### config.mk
export PLATFORM = sky130hd
export DESIGN_NAME = expmu_sweep_scheduler
export DESIGN_NICKNAME = d
export VERILOG_FILES = /design/src/rtl/expmu_sweep_scheduler_pkg.sv /design/src/rtl/expmu_rr_arbiter.sv /design/src/rtl/expmu_sweep_scheduler.sv
export SDC_FILE = /design/constraint.sdc
export NUM_CORES = 1
export LEC_CHECK = 0
export BUFFER_PORTS_ARGS = -buffer_cell sky130_fd_sc_hd__buf_2
export CORE_MARGIN = 4
export CORE_UTILIZATION = 28
export DETAILED_ROUTE_END_ITERATION = 12
export PLACE_DENSITY_LB_ADDON = 0.1
export SETUP_SLACK_MARGIN = 0.5
export SYNTH_ARGS = -nofsm -noshare
export SYNTH_HDL_FRONTEND = slang
export SYNTH_SLANG_ARGS = --single-unit
export TNS_END_PERCENT = 5
### constraint.sdc
create_clock -name CLK -period 5.6 [get_ports CLK]
set_input_delay 0.56 -clock CLK [delete_from_list [all_inputs] [get_ports CLK]]
set_output_delay 0.56 -clock CLK [all_outputs]
set_load 0.05 [all_outputs]
### src/rtl/expmu_sweep_scheduler_pkg.sv
`default_nettype none
// ============================================================================
//  Module   : expmu_sweep_scheduler_pkg
//  Purpose  : Shared state encoding, Q-format widths and default sweep
//             geometry for the exp-mu sweep scheduler.
//  Revision : 1.0 - initial release
// ============================================================================
package expmu_sweep_scheduler_pkg;

   // Default sweep geometry and requester count
   localparam int N_ASSETS_DEF = 4;
   localparam int LOG_N_DEF    = 2;
   localparam int T_MIN_DEF    = 343;
   localparam int T_MAX_DEF    = 511;
   localparam int LOGT_DEF     = 9;
   localparam int PIPE_LAT_DEF = 8;

   // mu: pure fraction, 18 fraction bits
   localparam int MU_FRAC  = 18;
   localparam int MU_W     = MU_FRAC;
   // S0: 4 integer / 14 fraction bits
   localparam int S_INT    = 4;
   localparam int S_FRAC   = 14;
   localparam int S_W      = S_INT + S_FRAC;
   // Pipeline result: 3 integer / 15 fraction bits
   localparam int OUT_INT  = 3;
   localparam int OUT_FRAC = 15;
   localparam int OUT_W    = OUT_INT + OUT_FRAC;

   // Scheduler states
   typedef enum logic [1:0] {
      ST_IDLE  = 2'd0,
      ST_SWEEP = 2'd1,
      ST_DRAIN = 2'd2,
      ST_DONE  = 2'd3
   } sweep_state_t;

   // Round-robin successor of a requester id, wrapping at n
   function automatic int next_rr(input int id, input int n);
      return (id + 1 >= n) ? 0 : id + 1;
   endfunction

endpackage
`default_nettype wire

### src/rtl/expmu_rr_arbiter.sv
`default_nettype none
// ============================================================================
//  Module   : expmu_rr_arbiter
//  Purpose  : Combinational round-robin pick: first set request at or after
//             the pointer, scanning upward with wrap. One-hot and id out.
//  Revision : 1.0 - initial release
// ============================================================================
module expmu_rr_arbiter
   import expmu_sweep_scheduler_pkg::*;
#(
   parameter int N     = N_ASSETS_DEF,
   parameter int LOG_N = LOG_N_DEF
) (
   input  logic [N-1:0]     req,
   input  logic [LOG_N-1:0] ptr,
   output logic [N-1:0]     grant,
   output logic [LOG_N-1:0] grant_id
);

   logic [LOG_N:0]   idx;
   logic [LOG_N-1:0] sel;
   logic             found;

   // Scan N candidates starting at ptr; the first request hit wins
   always_comb begin
      grant    = '0;
      grant_id = '0;
      found    = 1'b0;
      idx      = '0;
      sel      = '0;
      for (int i = 0; i < N; i++) begin
         idx = {1'b0, ptr} + (LOG_N+1)'(i);
         if (idx >= (LOG_N+1)'(N)) begin
            idx = idx - (LOG_N+1)'(N);
         end
         sel = idx[LOG_N-1:0];
         if (!found && req[sel]) begin
            found      = 1'b1;
            grant[sel] = 1'b1;
            grant_id   = sel;
         end
      end
   end

endmodule
`default_nettype wire

### src/rtl/expmu_sweep_scheduler.sv
`default_nettype none
// ============================================================================
//  Module   : expmu_sweep_scheduler
//  Purpose  : Time-shares one S0*exp(t*mu) pipeline between N_ASSETS
//             requesters. A granted asset gets a full t = T_MIN..T_MAX sweep;
//             results are tagged and written to {asset, t-T_MIN}.
//  Revision : 1.0 - initial release
// ============================================================================
module expmu_sweep_scheduler
   import expmu_sweep_scheduler_pkg::*;
#(
   parameter int N_ASSETS = N_ASSETS_DEF,
   parameter int LOG_N    = LOG_N_DEF,
   parameter int T_MIN    = T_MIN_DEF,
   parameter int T_MAX    = T_MAX_DEF,
   parameter int LOGT     = LOGT_DEF,
   parameter int PIPE_LAT = PIPE_LAT_DEF
) (
   input  logic                      CLK,
   input  logic                      RST,
   input  logic [N_ASSETS-1:0]       iReq,
   input  logic [MU_W*N_ASSETS-1:0]  iMu,
   input  logic [S_W*N_ASSETS-1:0]   iS,
   output logic [N_ASSETS-1:0]       oAck,
   output logic [N_ASSETS-1:0]       oDone,
   output logic                      oBusy,
   output logic [LOGT-1:0]           oPipeT,
   output logic [MU_W-1:0]           oPipeMu,
   output logic [S_W-1:0]            oPipeS,
   output logic                      oPipeValid,
   input  logic [OUT_W-1:0]          iPipeData,
   output logic                      oWrEn,
   output logic [LOG_N+LOGT-1:0]     oWrAddr,
   output logic [OUT_W-1:0]          oWrData
);

   localparam int              DRAIN_W   = $clog2(PIPE_LAT + 1);
   localparam logic [LOGT-1:0] T_FIRST   = LOGT'(T_MIN);
   localparam logic [LOGT-1:0] T_LAST    = LOGT'(T_MAX);
   localparam logic [DRAIN_W-1:0] DRAIN_END = DRAIN_W'(PIPE_LAT - 1);

   // One tag per in-flight pipeline issue
   typedef struct packed {
      logic             valid;
      logic [LOG_N-1:0] id;
      logic [LOGT-1:0]  off;
   } tag_t;

   sweep_state_t         state;
   sweep_state_t         state_nxt;
   logic [LOG_N-1:0]     rr_ptr;
   logic [LOG_N-1:0]     cur_id;
   logic [LOG_N-1:0]     grant_id;
   logic [N_ASSETS-1:0]  grant_oh;
   logic                 grant_any;
   logic [LOGT-1:0]      t_cur;
   logic [LOGT-1:0]      offset;
   logic [MU_W-1:0]      mu_lat;
   logic [S_W-1:0]       s_lat;
   logic [DRAIN_W-1:0]   drain_cnt;
   logic                 sweeping;
   logic                 sweep_last;
   tag_t                 tag_line [PIPE_LAT];
   tag_t                 tag_last;

   expmu_rr_arbiter #(
      .N     (N_ASSETS),
      .LOG_N (LOG_N)
   ) u_arb (
      .req      (iReq),
      .ptr      (rr_ptr),
      .grant    (grant_oh),
      .grant_id (grant_id)
   );

   assign grant_any  = |grant_oh;
   assign sweeping   = (state == ST_SWEEP);
   assign sweep_last = sweeping && (t_cur == T_LAST);
   assign offset     = t_cur - T_FIRST;

   // State register
   always_ff @(posedge CLK or posedge RST) begin
      if (RST) begin
         state <= ST_IDLE;
      end else begin
         state <= state_nxt;
      end
   end

   // Next-state decode; requests are only looked at in IDLE
   always_comb begin
      state_nxt = state;
      case (state)
         ST_IDLE:  if (grant_any) state_nxt = ST_SWEEP;
         ST_SWEEP: if (sweep_last) state_nxt = ST_DRAIN;
         ST_DRAIN: if (drain_cnt == DRAIN_END) state_nxt = ST_DONE;
         ST_DONE:  state_nxt = ST_IDLE;
         default:  state_nxt = ST_IDLE;
      endcase
   end

   // State-derived outputs; ack marks the first issue of a sweep
   always_comb begin
      oAck       = '0;
      oDone      = '0;
      oBusy      = (state != ST_IDLE);
      oPipeValid = sweeping;
      if (sweeping && (t_cur == T_FIRST)) begin
         oAck[cur_id] = 1'b1;
      end
      if (state == ST_DONE) begin
         oDone[cur_id] = 1'b1;
      end
   end

   // Grant latch: id, mu and S0 held from grant until the next grant
   always_ff @(posedge CLK or posedge RST) begin
      if (RST) begin
         cur_id <= '0;
         mu_lat <= '0;
         s_lat  <= '0;
      end else if (state == ST_IDLE && grant_any) begin
         cur_id <= grant_id;
         mu_lat <= iMu[grant_id*MU_W +: MU_W];
         s_lat  <= iS[grant_id*S_W +: S_W];
      end
   end

   // Time index: restarts at T_MIN on grant, steps once per sweep cycle
   always_ff @(posedge CLK or posedge RST) begin
      if (RST) begin
         t_cur <= T_FIRST;
      end else if (state == ST_IDLE && grant_any) begin
         t_cur <= T_FIRST;
      end else if (sweeping) begin
         t_cur <= sweep_last ? T_FIRST : t_cur + LOGT'(1);
      end
   end

   // Drain counter covers the pipeline latency after the last issue
   always_ff @(posedge CLK or posedge RST) begin
      if (RST) begin
         drain_cnt <= '0;
      end else if (state == ST_DRAIN) begin
         drain_cnt <= drain_cnt + DRAIN_W'(1);
      end else begin
         drain_cnt <= '0;
      end
   end

   // Round-robin pointer advances past the asset that just finished
   always_ff @(posedge CLK or posedge RST) begin
      if (RST) begin
         rr_ptr <= '0;
      end else if (state == ST_DONE) begin
         rr_ptr <= LOG_N'(next_rr(int'(cur_id), N_ASSETS));
      end
   end

   // Tag delay line matching the pipeline latency; idle slots carry zeros
   always_ff @(posedge CLK or posedge RST) begin
      if (RST) begin
         for (int i = 0; i < PIPE_LAT; i++) begin
            tag_line[i] <= '0;
         end
      end else begin
         tag_line[0].valid <= sweeping;
         tag_line[0].id    <= sweeping ? cur_id : '0;
         tag_line[0].off   <= sweeping ? offset : '0;
         for (int i = 1; i < PIPE_LAT; i++) begin
            tag_line[i] <= tag_line[i-1];
         end
      end
   end

   assign tag_last   = tag_line[PIPE_LAT-1];
   assign oWrEn      = tag_last.valid;
   assign oWrAddr    = {tag_last.id, tag_last.off};
   assign oWrData    = tag_last.valid ? iPipeData : '0;
   assign oPipeT     = t_cur;
   assign oPipeMu    = mu_lat;
   assign oPipeS     = s_lat;

endmodule
`default_nettype wire

## Word-level counts from Yosys, hierarchy flattened

Index checks and enable logic that the tools add are counted.

| operators by class | value |
|---|---|
| add/subtract/negate cells | 11 |
| $mul | 1 |
| magnitude comparators | 15 |
| equal/unequal tests | 9 |
| shift operators | 2 |
| muxes and demuxes | 47 |
| bitwise operators | 3 |
| reductions and logical operators | 19 |

Operators by type and width:

| cell | number |
|---|---|
| indexed part select 72 x 8 -> 18 bit | 2 |
| two-way mux 9 bit | 4 |
| two-way mux 4 bit | 7 |
| two-way mux 2 bit | 13 |
| equality test 9 bit, second input constant | 2 |
| two-way mux 18 bit | 1 |
| < comparator 2 x 3 -> 1 bit, second input constant | 5 |
| greater-or-equal comparator 3 bit, second input constant | 4 |
| two-way mux 1 bit | 12 |
| OR 4 bit | 3 |
| logical AND 1 bit | 11 |
| demux 1 bit (select 2 bit) | 5 |
| greater-or-equal comparator 2 x 1 -> 1 bit, second input constant | 5 |
| adder 9 x 1 -> 9 bit, second input constant | 1 |
| subtractor 9 bit, second input constant | 1 |
| binary-select mux 1 bit (select 2 bit) | 4 |
| one-hot mux 2 bit (4 select lines) | 1 |
| subtractor 2 x 1 -> 2 bit, second input constant | 4 |
| adder 2 x 1 -> 3 bit, second input constant | 2 |
| adder 2 x 2 -> 3 bit, second input constant | 2 |
| multiplier 2 x 4 -> 6 bit, second input constant | 1 |
| adder 4 x 1 -> 4 bit, second input constant | 1 |
| equality test 2 bit, second input constant | 2 |
| equality test 4 x 3 -> 1 bit, second input constant | 1 |
| 9 further kinds | 13 |

| word-level totals | value |
|---|---|
| flip-flop bits (word level) | 151 |
| input port bits | 168 |
| output and inout bits | 85 |
| word-level logic and storage cells | 138 |

## Longest topological paths before layout

Gate-level depths: netlist (run 1).

| logic depth | value |
|---|---|
| depth after elaboration | 17 |
| gate-level depth with buffers | 12 |
| mapped depth without buffers | 8 |

## Modules after synthesis

From an unflattened synthesis (run 1), not the netlist that was laid out.

| unflattened totals | value |
|---|---|
| cell total of the unflattened synthesis | 514 |
| area total of the unflattened synthesis | 6603.8 sq um |

Modules (own cells, without submodules):

| module | times used | cells each | area each (sq um) |
|---|---|---|---|
| expmu_sweep_scheduler | 1 | 466 | 6164.7 |
| expmu_rr_arbiter | 1 | 48 | 439.2 |

## Least setup slack after synthesis (run 1)

OpenSTA, ideal clock, no wires.

| path | value |
|---|---|
| path type | reg2out |
| from | register state[1] |
| to | output port oAck[0] |
| arrival time | 2.237 ns |
| setup slack | 2.803 ns |
| cell stages (with the launch flop) | 8 |
| path buffers | 1 |
| path through | dfrtp_1 inv_1 ha_1 clkbuf_1 nand2b_1 nor4b_1 and4_1 and2_1 |

| on the way | value |
|---|---|
| longest elaborated chain between the ends | 3 |

Ends and longest elaborated chain:

| element | RTL line | text |
|---|---|---|
| start: declaration | expmu_sweep_scheduler.sv:49 | `sweep_state_t state;` |
| start signal: assignment | expmu_sweep_scheduler.sv:86 | `state <= state_nxt;` |
| equality test 2 x 1 -> 1 bit | expmu_sweep_scheduler.sv:77 | `assign sweeping = (state == ST_SWEEP);` |
| via oPipeValid | expmu_sweep_scheduler.sv:30 | `output logic oPipeValid,` |
| logical AND 1 bit | expmu_sweep_scheduler.sv:108 | `if (sweeping && (t_cur == T_FIRST)) begin` |
| two-way mux 4 bit | expmu_sweep_scheduler.sv:108 |  |
| end: declaration | expmu_sweep_scheduler.sv:24 | `output logic [N_ASSETS-1:0] oAck,` |

The timed path passes the listed nets, and every way through them passes these cells.

## Worst setup path after layout (run 1)

| path | value |
|---|---|
| from | register rr_ptr[0] |
| to | register mu_lat[6], in the netlist oPipeMu[6] |

| on the way | value |
|---|---|
| longest elaborated chain between the ends | 16 |

Ends and longest elaborated chain:

| element | RTL line | text |
|---|---|---|
| start: declaration | expmu_sweep_scheduler.sv:51 | `logic [LOG_N-1:0] rr_ptr;` |
| start signal: assignment | expmu_sweep_scheduler.sv:156 | `rr_ptr <= LOG_N'(next_rr(int'(cur_id), N_ASSETS));` |
| branches (longest 16 deep; another with adder 2 x 1 -> 3 bit) | -- |  |
| end signal: assignment | expmu_sweep_scheduler.sv:124 | `mu_lat <= iMu[grant_id*MU_W +: MU_W];` |
| end: declaration | expmu_sweep_scheduler.sv:58 | `logic [MU_W-1:0] mu_lat;` |

Parallel ways; which one is timed is not known. The select of a mux whose other input is x is not followed.
A chain may end at the register's enable or synchronous reset.

==> flow_summary.ini, run 1 <==
[status]
status = completed

[worst_setup_path]
required_ns = 5.94
rr_startpoint = rr_ptr[0]$_DFFE_PP0P_
crit_path_start_kind = register
critPathCaptureType = register
r2r-end = oPipeMu[6]$_DFFE_PP0P_
reg2regPathDepth = 8
path_max_fanout = 36
arrival_ns = 4.17
rrSetupSlack_ns = 1.77
worstSetupPathType = register to register

[floorplanning]
start_util = 0.287
core_area_sq_mm = 0.0237
rows = 56
die_area_sq_mm = 0.0268
dieWidth_microns = 164
die_h_microns = 164
ioPinCount = 253

[route]
routed_wl_mm = 18.1
vias = 5190
drc = 0
vias_per_cell = 4.47
firstDrtPassIters = 4
drtIter0Drc = 268
ant_nets = 0
wl_per_cell_microns = 15.6

[clock_tree]
post_cts_buffers = 0
insertion_delay_ns = 0.42
clkTransAtPathRegs_ns = 0.07
clockRootBuffer = clkbuf_16
htreeDepth = 4
hold_buffers = 0
cts_resized = 0
cts.sink_count = 151
cts_buffer_depth = 2
cts_made_buffers = 17
cts_tree = done

[logic_synthesis]
yosysTopAreaCellShare = 0.534
ys_ff_latch = 151
syn-cell-area_sq_mm = 0.00679
syn_inst = 602
syn_nets = 788
ys.flop_type = dfrtp_1
yosys.area.top_type = dfrtp_1
async_reset_ff_frac = 1.00
ys_types = 52
seq_area_frac_synth = 0.558
synth_area_leaders = dfrtp_1 (53%), mux2_2 (6.0%), o21a_1 (3.8%)
yosys_warnings = 0
synth-edff-count = 0
syn_area_per_cell_sq_um = 11.3

[grt]
grt_max_degree = 92
overflow = 0
grt_pass1_vias = 5346
grt_pass1_wl_mm = 27.8
antenna_found_initial = 2
grtUsageTotal = 0.131

[pwr]
ir_drop_mv = 0.369
p_int_mw = 3.15
pwr-share-clk = 0.198
p_leak_nw = 4.36
power.density_mw_per_mm2 = 665
combPwrFrac = 0.500
p_seq_frac = 0.302
p_sw_frac = 0.464
total_switching_power_mw = 2.73

[timing]
finalSetupViolCount = 0
period_minus_slack_ns = 3.83
relSlewSlack = 0.165
rsz0062_at_grt = false
hold_ws_ns = 0.283
hold_violations = 0
final-max-slew-violation-count = 0
min_period_over_period = 0.684
timing.fmax_mhz = 261
skew_ns = 0.0119
worst_pin_slew_ns = 1.25
tns_ns = 0

[placed_design]
portBuffers = 252
place.gp.congestion = 0.799
dp_hpwl_mm = 13.1
numPlacedInstances = 1127

[finish]
fillCellCount = 2413
fin_cells = 1160
multiInputGateArea_sq_mm = 0.00268
syn_to_final_growth_pct = 30.0
layout-drive-gt1-share = 0.410
regArea_sq_mm = 0.00379
nets = 1013

[job]
maxCapViolations = 0

[min_path]
min_path_type = input pin to async pin
Yosys cell counts, types with 4 or more instances:
cell	number
nand3_1	6
o21bai_1	4
inv_1	10
a21oi_1	9
and2_1	37
a211oi_1	4
buf_6	5
mux2i_1	9
ha_1	18
nand2_1	46
a31oi_1	33
nor2b_1	6
a21o_1	4
buf_4	15
dfrtp_1	145
xnor2_1	7
buf_2	13
mux2_2	36
dfstp_2	6
o21a_1	34
o21ai_0	40
nand2b_1	5
nor2_1	48
clkbuf_1	16
routing by layer:
metal,track usage,share of wire,vias up
met4,0.0416,0.013,2
met3,0.0311,0.043,15
met1,0.164,0.41,2522
met2,0.225,0.53,128
li1,-,-,2523
met5,0,0.00061,-
worst max path at each step:
stage | slack, ns | startpoint | to | cells past startpoint
2_1_floorplan | 0.99 | RST | cur_id[0]$_DFFE_PP0P_ | 1
3_3_place_gp | 1.91 | rr_ptr[0]$_DFFE_PP0P_ | oPipeMu[4]$_DFFE_PP0P_ | 8
3_5_place_dp | 1.79 | rr_ptr[0]$_DFFE_PP0P_ | oPipeMu[13]$_DFFE_PP0P_ | 8
4_1_cts | 1.75 | rr_ptr[0]$_DFFE_PP0P_ | oPipeMu[6]$_DFFE_PP0P_ | 8
5_1_grt | 1.28 | rr_ptr[0]$_DFFE_PP0P_ | oPipeMu[1]$_DFFE_PP0P_ | 8
6_report | 1.77 | rr_ptr[0]$_DFFE_PP0P_ | oPipeMu[6]$_DFFE_PP0P_ | 8
power groups by stage:
stage               Clock, mW  Combinational [mW]  Sequential, mW
floorplan                   0                1.90            2.25
global placement            0                2.93            1.78
detailed placement          0                2.97            1.80
CTS                      1.21                2.97            1.78
global route             1.25                3.20            1.83
finish                   1.16                2.93            1.77
cell families after synthesis:
family          synth area share
flops                      0.558
simple gates               0.117
xor+xnor                  0.0129
fa+ha+maj                 0.0332
buf+inv                   0.0505
mux                       0.0829
compound gates             0.146
worst max-delay path, cell delays in order (launching register included):
cell      delay [ns]
dfrtp_1         0.84
inv_1           0.24
ha_1            0.43
mux2i_1         0.16
a211oi_1        0.47
nand2_1         0.20
nand2_1         0.94
o21ai_0         0.21
a31oi_1         0.24
cell type report:
class                      instances  area share
antenna                            1    0.000283
timing repair buffer             258       0.148
sequential                       151       0.429
multi-input combinational        389       0.304
clock buffer                      18      0.0497
inverter                          10     0.00482
tap                              319      0.0452
clock inverter                    14      0.0196
flip-flops by register name, indices dropped and copies added, names as in the netlist:
signal / count
tag_line: 84
oPipeMu: 18
oPipeS: 18
oWrAddr: 11
oPipeT: 9
drain_cnt: 4
cur_id: 2
rr_ptr: 2
state: 2
oWrEn: 1
metrics by stage:
stage / util / cell area [sq um] / total power, mW / setup WS [ns]
2_1_floorplan: - / 6790 / 4.15 / 0.985
3_3_place_gp: 0.347 / 8220 / 4.71 / 1.91
3_5_place_dp: 0.347 / 8220 / 4.77 / 1.79
4_1_cts: 0.373 / 8830 / 5.96 / 1.75
5_1_grt: 0.373 / 8830 / 6.28 / 1.28
6_report: 0.373 / 8830 / 5.87 / 1.77
cell usage in the layout, fill, tap and decap left out, types with 3 or more instances in the layout:
master     Yosys  layout
inv_1         10       9
inv_6          0       7
xnor2_1        7       7
nor2b_1        6       6
nand2_1       46      46
o21a_1        34      34
ha_1          18      18
xor2_1         3       3
o21ai_0       40      40
a31oi_1       33      33
mux2_2        36      36
buf_4         15       6
nor2_1        48      48
dfrtp_1      145     145
and2_1        37      37
o21bai_1       4       4
clkinv_8       0       3
nand3_1        6       6
mux2i_1        9       9
o221ai_1       3       3
mux4_2         3       3
clkbuf_16      0      17
dfstp_2        6       6
a211oi_1       4       4
buf_2         13     252
inv_8          0       3
nand2b_1       5       5
a21o_1         4       4
a21oi_1        9       9
Note: power is estimated with default switching activity, not from simulation.
==> inputs of run 2 (changes only) <==
==> constraint.sdc (replaced) <==
create_clock -name CLK -period 3.7 [get_ports CLK]
set_input_delay 0.37 -clock CLK [delete_from_list [all_inputs] [get_ports CLK]]
set_output_delay 0.37 -clock CLK [all_outputs]
set_load 0.05 [all_outputs]
==> run 2 against run 1 <==
  * Core utilization increased by 0.13 points
  * Critical path depth unchanged
  * Flip-flop and latch count unchanged
  * Setup slack got worse by 0.90 ns
  * Register-to-register slack got worse by 0.85 ns
  * Critical endpoint is now oAck[1]
  * Largest power group unchanged
==> flow_summary.ini, run 2 (synthesis results as in run 1) <==
[status]
status = completed

[clock_tree]
cts_made_buffers = 17
cts.sink_count = 151
post_cts_buffers = 0
cts_buffer_depth = 2
htreeDepth = 4
clockRootBuffer = clkbuf_16
hold_buffers = 0
cts_resized = 0
clkTransAtPathRegs_ns = 0.06
insertion_delay_ns = 0.41
cts_tree = done

[worst_setup_path]
rr_startpoint = rr_ptr[1]$_DFFE_PP0P_
endpoint = oAck[1]
crit_path_start_kind = register
critPathCaptureType = primary output
required_ns = 3.33
arrival_ns = 2.46
rrSetupSlack_ns = 0.92
crit_start = state[1]$_DFFE_PP0P_
path_max_fanout = 29
worstSetupPathType = register to primary output
reg2regPathDepth = 9
r2r-end = oPipeS[16]$_DFFE_PP0P_

[grt]
grt_pass1_wl_mm = 27.4
grt_max_degree = 78
overflow = 0
antenna_found_initial = 0
grtUsageTotal = 0.129
grt_pass1_vias = 5398

[pwr]
p_seq_frac = 0.300
ir_drop_mv = 0.484
power.density_mw_per_mm2 = 997
p_leak_nw = 4.36
p_sw_frac = 0.456
combPwrFrac = 0.514
power_mw = 8.84
total_switching_power_mw = 4.03
pwr-share-clk = 0.187
p_int_mw = 4.80

[route]
vias_per_cell = 4.48
routed_wl_mm = 17.6
drc = 0
wl_per_cell_microns = 15.1
firstDrtPassIters = 4
vias = 5216
ant_nets = 0
drtIter0Drc = 208

[floorplanning]
start_util = 0.287
die_h_microns = 164
dieWidth_microns = 164
ioPinCount = 253
rows = 56
core_area_sq_mm = 0.0237
die_area_sq_mm = 0.0268

[timing]
min_period_over_period = 0.765
period_minus_slack_ns = 2.83
hold_violations = 0
worst_pin_slew_ns = 1.03
final-max-slew-violation-count = 0
rsz0062_at_grt = false
skew_ns = 0.00656
tns_ns = 0
timing.fmax_mhz = 353
relSlewSlack = 0.314
finalSetupViolCount = 0

[finish]
multiInputGateArea_sq_mm = 0.00269
nets = 1018
regArea_sq_mm = 0.00379
antenna_cells = 0
top_register = tag_line
largest_reg_flops = 84
mostFrequentLayoutCells = buf_2 (252), dfrtp_1 (144), nor2_1 (48)
fillCellCount = 2426
syn_to_final_growth_pct = 30.5
final_common_cell = buf_2
layout-drive-gt1-share = 0.411

[placed_design]
dp_hpwl_mm = 13.2
place.gp.congestion = 0.830
portBuffers = 252

[min_path]
min_path_type = input pin to async pin

[job]
maxCapViolations = 0
==> run 2: cell types whose count changed in the layout (fill, tap and decap cells not counted), moves of 2 or more <==
cell        change
buf_4           +2
clkinvlp_4      +2
clkinv_8        -3
buf_12          +3
inv_6           -2
clkinv_4        +3
clkbuf_1        +3
inv_8           -3
==> run 2: worst min-delay path by stage <==
stage,slack [ns],end,cells after the start
floorplan,0.33,oWrAddr[0]$_DFF_PP0_,0
global placement,0.33,tag_line[49]$_DFF_PP0_,0
detailed placement,0.33,oWrAddr[10]$_DFF_PP0_,0
CTS,0.23,oPipeS[10]$_DFFE_PP0P_,2
global route,0.25,oPipeS[10]$_DFFE_PP0P_,2
finish,0.18,oPipeS[10]$_DFFE_PP0P_,2
==> run 2: layout make-up <==
class                      count  share of cell area
clock buffer                  21              0.0508
clock inverter                11              0.0130
inverter                      10             0.00466
multi-input combinational    389               0.303
sequential                   151               0.427
tap                          319              0.0451
timing repair buffer         263               0.156
==> run 2: layer usage <==
layer | routed length, microns | track usage | part of all wire
met4 | 351 | 0.0423 | 0.020
met2 | 9080 | 0.216 | 0.52
met3 | 750 | 0.0316 | 0.043
met5 | 0 | 0 | 0
met1 | 7430 | 0.163 | 0.42
==> run 2: power groups by stage <==
stage	clock network [mW]	registers, mW	logic [mW]
global route	1.79	2.74	4.94
finish	1.65	2.65	4.54
detailed placement	0	2.68	4.59
global placement	0	2.65	4.53
CTS	1.71	2.66	4.59
floorplan	0	3.41	2.88
==> run 2: critical path, stage by stage, from the launching register on <==
cell and delay, ns:
dfrtp_1 0.41, inv_1 0.10, ha_1 0.14, buf_4 0.26, nand2b_1 0.11, nor4b_1 0.27, and4_1 0.33, and2_1 0.16
buf_2 0.26
==> run 2: stage by stage <==
stage | hold WS [ns] | instances | utilization | setup slack [ns] | cell area (sq um)
after floorplan | 0.331 | 602 | - | 1.09 | 6790
after global placement | 0.331 | 1132 | 0.350 | 0.826 | 8290
after detailed placement | 0.335 | 1132 | 0.350 | 0.695 | 8290
after CTS | 0.228 | 1164 | 0.374 | 0.671 | 8850
after global routing | 0.254 | 1164 | 0.374 | 0.627 | 8860
final | 0.178 | 1164 | 0.374 | 0.869 | 8860
